**config.mk**
```make
export PLATFORM = sky130hd
export DESIGN_NAME = regfile_write_arbiter
export DESIGN_NICKNAME = d
export VERILOG_FILES = /design/src/rtl/regarb_pkg.sv /design/src/rtl/rr_priority_pick.sv /design/src/rtl/regfile_write_arbiter.sv
export SDC_FILE = /design/constraint.sdc
export NUM_CORES = 1
export LEC_CHECK = 0
export BUFFER_PORTS_ARGS = -buffer_cell sky130_fd_sc_hd__clkbuf_2
export CAP_MARGIN = 20
export CORE_AREA = 2 2 97 99
export CTS_BUF_LIST = sky130_fd_sc_hd__clkbuf_4
export CTS_CLUSTER_DIAMETER = 60
export DETAILED_ROUTE_END_ITERATION = 7
export DIE_AREA = 0 0 99 101
export GPL_TIMING_DRIVEN = 0
export PLACE_DENSITY_LB_ADDON = 0.1
export SETUP_SLACK_MARGIN = 0.4
export SYNTH_ARGS = -nofsm -noshare
export SYNTH_HDL_FRONTEND = slang
export SYNTH_SLANG_ARGS = --single-unit
```
**constraint.sdc**
```tcl
create_clock -name clk -period 2.1 [get_ports clk]
set_input_delay 0.21 -clock clk [delete_from_list [all_inputs] [get_ports clk]]
set_output_delay 0.21 -clock clk [all_outputs]
set_load 0.02 [all_outputs]
```
**src/rtl/regarb_pkg.sv**
```systemverilog
// regarb_pkg: shared types, constants and helpers for the register-file write arbiter
package regarb_pkg;
  typedef enum logic {IDLE, LOCKED} state_e;
  localparam int LOCK_CNT_W = 4;
  // Round-robin successor of idx among n requesters
  function automatic int next_rr(input int idx, input int n);
    return (idx + 1) % n;
  endfunction
endpackage

```
**src/rtl/rr_priority_pick.sv**
```systemverilog
// rr_priority_pick: pick the first valid requester scanning from ptr upward, modulo N
// Ports: valid_i  request vector
//        ptr_i    round-robin start index
//        grant_o  one-hot grant (zero when nothing is valid)
//        idx_o    index of the granted requester (0 when nothing is valid)
module rr_priority_pick #(
  parameter int N  = 2,
  parameter int IW = (N > 1) ? $clog2(N) : 1
) (
  input  logic [N-1:0]  valid_i,
  input  logic [IW-1:0] ptr_i,
  output logic [N-1:0]  grant_o,
  output logic [IW-1:0] idx_o
);
  always_comb begin
    idx_o = '0;
    // Scan from the farthest offset down so the closest valid requester to ptr wins
    for (int k = N - 1; k >= 0; k--)
      if (valid_i[(int'(ptr_i) + k) % N]) idx_o = IW'((int'(ptr_i) + k) % N);
    grant_o = (|valid_i) ? (N'(1) << idx_o) : '0;
  end
endmodule

```
**src/rtl/regfile_write_arbiter.sv**
```systemverilog
// regfile_write_arbiter: round-robin arbiter with burst lock for the register array write port
// Ports: clk, rst_n (async active-low)
//        reqValid/reqLock/reqAddr/reqData  per-requester write requests (packed slices)
//        reqReady                           one-hot combinational accept
//        wrEnable/dirrInput/inputData       registered write command to the array
//        lockActive                         port held by a locked owner
//        rdAddrN/rdArrN -> rdDataN          read path, forwarded from the pending write
//                                           when REGARB_BYPASS_EN is defined
module regfile_write_arbiter
  import regarb_pkg::*;
#(
  parameter int BITS_DATA = 32,
  parameter int BITS_ADDR = 3,
  parameter int NUM_REQ   = 2,
  parameter int MAX_LOCK  = 4
) (
  input  logic                           clk,
  input  logic                           rst_n,
  input  logic [NUM_REQ-1:0]             reqValid,
  input  logic [NUM_REQ-1:0]             reqLock,
  input  logic [NUM_REQ*BITS_ADDR-1:0]   reqAddr,
  input  logic [NUM_REQ*BITS_DATA-1:0]   reqData,
  output logic [NUM_REQ-1:0]             reqReady,
  output logic                           wrEnable,
  output logic [BITS_ADDR-1:0]           dirrInput,
  output logic [BITS_DATA-1:0]           inputData,
  output logic                           lockActive,
  input  logic [BITS_ADDR-1:0]           rdAddr1,
  input  logic [BITS_ADDR-1:0]           rdAddr2,
  input  logic [BITS_DATA-1:0]           rdArr1,
  input  logic [BITS_DATA-1:0]           rdArr2,
  output logic [BITS_DATA-1:0]           rdData1,
  output logic [BITS_DATA-1:0]           rdData2
);
  localparam int IW = (NUM_REQ > 1) ? $clog2(NUM_REQ) : 1;
  state_e                state_q, state_d;
  logic [IW-1:0]         ptr_q, ptr_d, owner_q, owner_d, pick_idx, gidx;
  logic [LOCK_CNT_W-1:0] cnt_q, cnt_d;
  logic [NUM_REQ-1:0]    pick_grant;
  logic                  locked, xfer, wr_en_q;
  logic [BITS_ADDR-1:0]  addr_q;
  logic [BITS_DATA-1:0]  data_q;
  rr_priority_pick #(.N(NUM_REQ), .IW(IW)) u_pick (
    .valid_i(reqValid),
    .ptr_i  (ptr_q),
    .grant_o(pick_grant),
    .idx_o  (pick_idx)
  );
  assign locked   = state_q == LOCKED;
  assign gidx     = locked ? owner_q : pick_idx;
  // While locked only the owner can be accepted, and only if it is still requesting
  assign reqReady = locked ? ({{(NUM_REQ-1){1'b0}}, reqValid[owner_q]} << owner_q) : pick_grant;
  assign xfer     = |reqReady;
  always_comb begin
    state_d = state_q;
    ptr_d   = ptr_q;
    owner_d = owner_q;
    cnt_d   = cnt_q;
    if (xfer) ptr_d = IW'(next_rr(int'(gidx), NUM_REQ));
    // MAX_LOCK=1 means a single grant already exhausts the lock, so LOCKED is skipped
    if (!locked && xfer && reqLock[gidx] && MAX_LOCK > 1) begin
      state_d = LOCKED;
      owner_d = gidx;
      cnt_d   = LOCK_CNT_W'(1);
    end else if (locked && (!xfer || !reqLock[gidx] || int'(cnt_q) + 1 >= MAX_LOCK)) begin
      state_d = IDLE;
      cnt_d   = '0;
    end else if (locked) begin
      cnt_d = cnt_q + LOCK_CNT_W'(1);
    end
  end
  always_ff @(posedge clk or negedge rst_n) begin
    if (!rst_n) begin
      state_q <= IDLE;
      ptr_q   <= '0;
      owner_q <= '0;
      cnt_q   <= '0;
      wr_en_q <= 1'b0;
      addr_q  <= '0;
      data_q  <= '0;
    end else begin
      state_q <= state_d;
      ptr_q   <= ptr_d;
      owner_q <= owner_d;
      cnt_q   <= cnt_d;
      wr_en_q <= xfer;
      if (xfer) begin
        addr_q <= reqAddr[gidx*BITS_ADDR +: BITS_ADDR];
        data_q <= reqData[gidx*BITS_DATA +: BITS_DATA];
      end
    end
  end
  assign wrEnable   = wr_en_q;
  assign dirrInput  = addr_q;
  assign inputData  = data_q;
  assign lockActive = locked;
`ifdef REGARB_BYPASS_EN
  // Forward the write being committed this cycle to a read of the same register
  assign rdData1 = (wr_en_q && rdAddr1 == addr_q) ? data_q : rdArr1;
  assign rdData2 = (wr_en_q && rdAddr2 == addr_q) ? data_q : rdArr2;
`else
  assign rdData1 = rdArr1;
  assign rdData2 = rdArr2;
  logic unused_rd;
  assign unused_rd = ^{rdAddr1, rdAddr2};
`endif
endmodule

```
==> flow_results.xml <==
<?xml version="1.0" encoding="UTF-8"?>
<metrics>
  <group name="placed_design">
    <metric name="hpwl" unit="µm">5769</metric>
    <metric name="place_worst_setup_slack" unit="ps">168.4</metric>
    <metric name="count_of_port_buffers_added_during_placement" unit="">178</metric>
    <metric name="globalplace.congestion" unit="">0.7225</metric>
  </group>
  <group name="sta">
    <metric name="hold_violations" unit="">0</metric>
    <metric name="fmaxAchievable" unit="MHz">552.7</metric>
    <metric name="finalSetupViolCount" unit="">0</metric>
    <metric name="fin_worst_skew" unit="ps">16.30</metric>
    <metric name="finalCriticalPeriod" unit="ps">1809</metric>
    <metric name="setup_slack" unit="ps">290.7</metric>
    <metric name="drv_slew" unit="">0</metric>
    <metric name="timing.final.crit_share" unit="%">86.15</metric>
    <metric name="rsz0062_at_grt" unit="">yes</metric>
    <metric name="worst-slew-pin-transition" unit="ps">549.8</metric>
    <metric name="max-slew-margin-rel" unit="%">63.35</metric>
    <metric name="finalSetupTns" unit="ps">0</metric>
  </group>
  <group name="floorplan">
    <metric name="start_util" unit="%">28.33</metric>
    <metric name="boundaryPins" unit="">249</metric>
    <metric name="std_cell_rows" unit="">35</metric>
    <metric name="die-area" unit="µm²">9999</metric>
    <metric name="core" unit="µm²">8977</metric>
    <metric name="floorplan.die.width" unit="µm">99</metric>
    <metric name="die_h" unit="µm">101</metric>
  </group>
  <group name="route">
    <metric name="drt_iter0_drc" unit="">24</metric>
    <metric name="post_drt_wl_per_cell" unit="µm">12.83</metric>
    <metric name="drt_pre_antenna_iters" unit="">4</metric>
    <metric name="route.final.wire_length" unit="µm">7289</metric>
    <metric name="drc_errors" unit="">0</metric>
    <metric name="route.antenna.remaining_nets" unit="">0</metric>
    <metric name="vias_per_cell" unit="">4.262</metric>
    <metric name="dr_total_vias" unit="">2421</metric>
  </group>
  <group name="power_and_ir_drop">
    <metric name="worst_ir_drop_vdd" unit="V">0.0003117</metric>
    <metric name="p_leak" unit="µW">0.002148</metric>
    <metric name="cellPowerDensity" unit="nW/µm²">1032</metric>
  </group>
  <group name="setup_path">
    <metric name="cp_num_buf_inv" unit="">4</metric>
    <metric name="timing.rr.end" unit="">cnt_q[1]$_DFFE_PN0P_</metric>
    <metric name="crit_arrival" unit="ps">1600</metric>
    <metric name="critPathSlowestCell" unit="">sky130_fd_sc_hd__dfrtp_1</metric>
    <metric name="timing.critical_path.fanout_max" unit="">4</metric>
    <metric name="crit_path_max_incr_delay" unit="ps">420</metric>
    <metric name="required" unit="ps">1890</metric>
    <metric name="reg2regPathDepth" unit="">5</metric>
    <metric name="crit_chain" unit="">buf_6, a22o_4, buf_12, buf_12, nor2_4, buf_8</metric>
    <metric name="cp.depth" unit="">6</metric>
    <metric name="most_frequent_cell_on_critical_path" unit="">sky130_fd_sc_hd__buf_12</metric>
    <metric name="crit_path_end_kind" unit="">primary output</metric>
    <metric name="startpoint_of_the_worst_slack_reg_to_reg_timing_path" unit="">lockActive$_DFFE_PN0P_</metric>
    <metric name="critPathTopFamily" unit="">buffers and inverters</metric>
    <metric name="crit_path_start_kind" unit="">flip-flop</metric>
    <metric name="reg2reg_slack" unit="ps">430</metric>
    <metric name="path_class" unit="">flip-flop to primary output</metric>
  </group>
  <group name="finish">
    <metric name="fillers" unit="">935</metric>
    <metric name="post_route_cells_drive_above_1_share" unit="%">61.49</metric>
    <metric name="fin_nets" unit="">606</metric>
    <metric name="antenna_cells" unit="">0</metric>
    <metric name="area.growth.synth_to_final" unit="%">49.93</metric>
  </group>
  <group name="clocking">
    <metric name="cts_max_level" unit="">2</metric>
    <metric name="tritoncts_clock_tree" unit="">built</metric>
    <metric name="clock_latency" unit="ps">350</metric>
    <metric name="max-clock-path-buffers" unit="">2</metric>
    <metric name="clk_root_buffer_cell" unit="">sky130_fd_sc_hd__clkbuf_4</metric>
    <metric name="number_of_clock_buffers_inserted_by_tritoncts" unit="">5</metric>
    <metric name="cts.reportedPaths.clkPinSlew" unit="ps">130</metric>
    <metric name="clock-sinks" unit="">43</metric>
  </group>
  <group name="yosys">
    <metric name="ys_warn_count" unit="">0</metric>
    <metric name="synth_unique_cells" unit="">25</metric>
    <metric name="instance_count_of_the_mapped_netlist" unit="">262</metric>
    <metric name="synth.avg_cell_area" unit="µm²">9.709</metric>
    <metric name="yosysSeqAreaShare" unit="%">42.30</metric>
    <metric name="synth.ff_latch_count" unit="">43</metric>
    <metric name="syn-num-nets" unit="">410</metric>
    <metric name="synth.cell_area" unit="µm²">2544</metric>
  </group>
  <group name="global_route">
    <metric name="first_pass_grt_wire_length" unit="µm">10670</metric>
    <metric name="grt-ovfl-total" unit="">0</metric>
    <metric name="grt.total_usage" unit="%">13.45</metric>
    <metric name="grt_max_degree" unit="">25</metric>
    <metric name="number_of_global_route_vias_before_repair" unit="">2181</metric>
    <metric name="grt_antenna_before_repair" unit="">0</metric>
  </group>
  <group name="hold_path">
    <metric name="worst_hold_path_type" unit="">input port to flip-flop</metric>
    <metric name="min_path_cells" unit="">3</metric>
    <metric name="min_to" unit="">inputData[16]$_DFFE_PN0P_</metric>
    <metric name="hold_start" unit="">reqData[16]</metric>
  </group>
  <group name="run">
    <metric name="cap_viol_max_count" unit="">0</metric>
  </group>
  <group name="run_status">
    <metric name="run_status" unit="">finished clean</metric>
  </group>
</metrics>
## through the flow
| step | util (%) | instances | cell area [µm²] | hold WS, ps | total power (µW) |
|---|---|---|---|---|---|
| after global placement | 39.83 | 551 | 3576 | 464.0 | 3331 |
| after detailed placement | 40.06 | 552 | 3596 | 220.7 | 3366 |
| after floorplan | - | 262 | 2546 | -85.59 | 2655 |
| after CTS | 42.03 | 567 | 3774 | 123.4 | 3950 |
| after global routing | 42.48 | 568 | 3814 | 129.2 | 4232 |
| final | 42.48 | 568 | 3814 | 140.9 | 3938 |
## cell usage in the layout, fill, tap and decap left out, types with 2 or more instances in the layout
| cell type | synthesis | final |
|---|---|---|
| sky130_fd_sc_hd__mux2i_1 | 37 | 35 |
| sky130_fd_sc_hd__o21ai_0 | 38 | 38 |
| sky130_fd_sc_hd__buf_12 | 0 | 4 |
| sky130_fd_sc_hd__nand2_1 | 39 | 39 |
| sky130_fd_sc_hd__clkbuf_2 | 0 | 182 |
| sky130_fd_sc_hd__dfrtp_1 | 43 | 43 |
| sky130_fd_sc_hd__mux2i_2 | 0 | 2 |
| sky130_fd_sc_hd__a21oi_1 | 2 | 2 |
| sky130_fd_sc_hd__inv_1 | 4 | 4 |
| sky130_fd_sc_hd__buf_4 | 65 | 74 |
| sky130_fd_sc_hd__clkbuf_4 | 0 | 6 |
| sky130_fd_sc_hd__ha_1 | 2 | 2 |
| sky130_fd_sc_hd__nor2_1 | 5 | 4 |
| sky130_fd_sc_hd__and2_1 | 3 | 2 |
## layer usage
metal | vias to the layer above | GRT usage [%] | wire (µm)
met5 | - | 0 | 0
met4 | 0 | 3.477 | 78
met3 | 5 | 4.092 | 741
met2 | 137 | 24.17 | 3661
met1 | 1082 | 15.59 | 2809
li1 | 1197 | - | -
## tightest hold or removal path: stages
cell and delay (ps):
sky130_fd_sc_hd__clkbuf_2 70, sky130_fd_sc_hd__mux2i_1 50, sky130_fd_sc_hd__o21ai_0 130
## how the worst max path moves through the flow
stage | from | end | slack [ps]
2_1_floorplan | lockActive$_DFFE_PN0P_ | reqReady[0] | 440
3_3_place_gp | lockActive$_DFFE_PN0P_ | dirrInput[0]$_DFFE_PN0P_ | 180
3_5_place_dp | lockActive$_DFFE_PN0P_ | inputData[29]$_DFFE_PN0P_ | 170
4_1_cts | lockActive$_DFFE_PN0P_ | reqReady[0] | 270
5_1_grt | lockActive$_DFFE_PN0P_ | reqReady[0] | 240
6_report | lockActive$_DFFE_PN0P_ | reqReady[0] | 290
## cell usage after synthesis (all sizes together)
cell type	number	area, µm²
a22o	1	10.01
o22ai	2	18.77
nand2	39	146.4
o211ai	1	7.510
nand2b	1	6.260
a2bb2oi	1	8.760
buf	70	538.0
a21oi	2	10.01
or4	1	7.510
dfrtp	43	1076
o32ai	1	8.760
a21boi	1	11.26
inv	4	15.01
nand3	1	5.000
ha	2	25.02
clkbuf	6	22.52
nor3b	2	15.01
nor2b	1	13.76
o21ai	38	190.2
nor2	5	18.77
and2	3	18.77
mux2i	37	370.4
## sequential cells by signal (all words and copies together), names as in the netlist
register	count
cnt_q	4
owner_q	1
inputData	32
dirrInput	3
ptr_q	1
wrEnable	1
lockActive	1
## cell type report
class	instances	area [µm²]	area share, %
multi-input cells	139	937.1	24.57
plain buffers	76	594.3	15.58
flip-flops and latches	43	1076	28.22
clock buffers	6	45.04	1.181
well taps	111	138.9	3.642
repair buffers	189	1007	26.41
inverters	4	15.01	0.3937
## repair_timing
item | in CTS | in global routing
buffers inserted | 8 | 1
hold buffers | 1 | 0
setup endpoints to repair | 38 | 39
pin swaps | 2 | 0
endpoints found under the hold margin | 19 | 0
gates resized for setup | 17 | 8
## power by group
group	leakage (µW)	internal [µW]	total, µW	switching, µW
registers	0.000519	1140	1330	188
logic	0.00160	973	2220	1240
clock network	0.0000276	133	391	259
## kinds of logic (layout without fill, tap and decap cells)
group | count (synthesis) | after routing | synth area share, %
mux | 37 | 37 | 14.56
fa+ha+maj | 2 | 2 | 0.9836
buf+inv | 80 | 275 | 22.63
flops | 43 | 43 | 42.30
compound gates | 47 | 47 | 10.43
simple gates | 53 | 53 | 9.100
No activity file was read; power rests on OpenSTA's default activity.
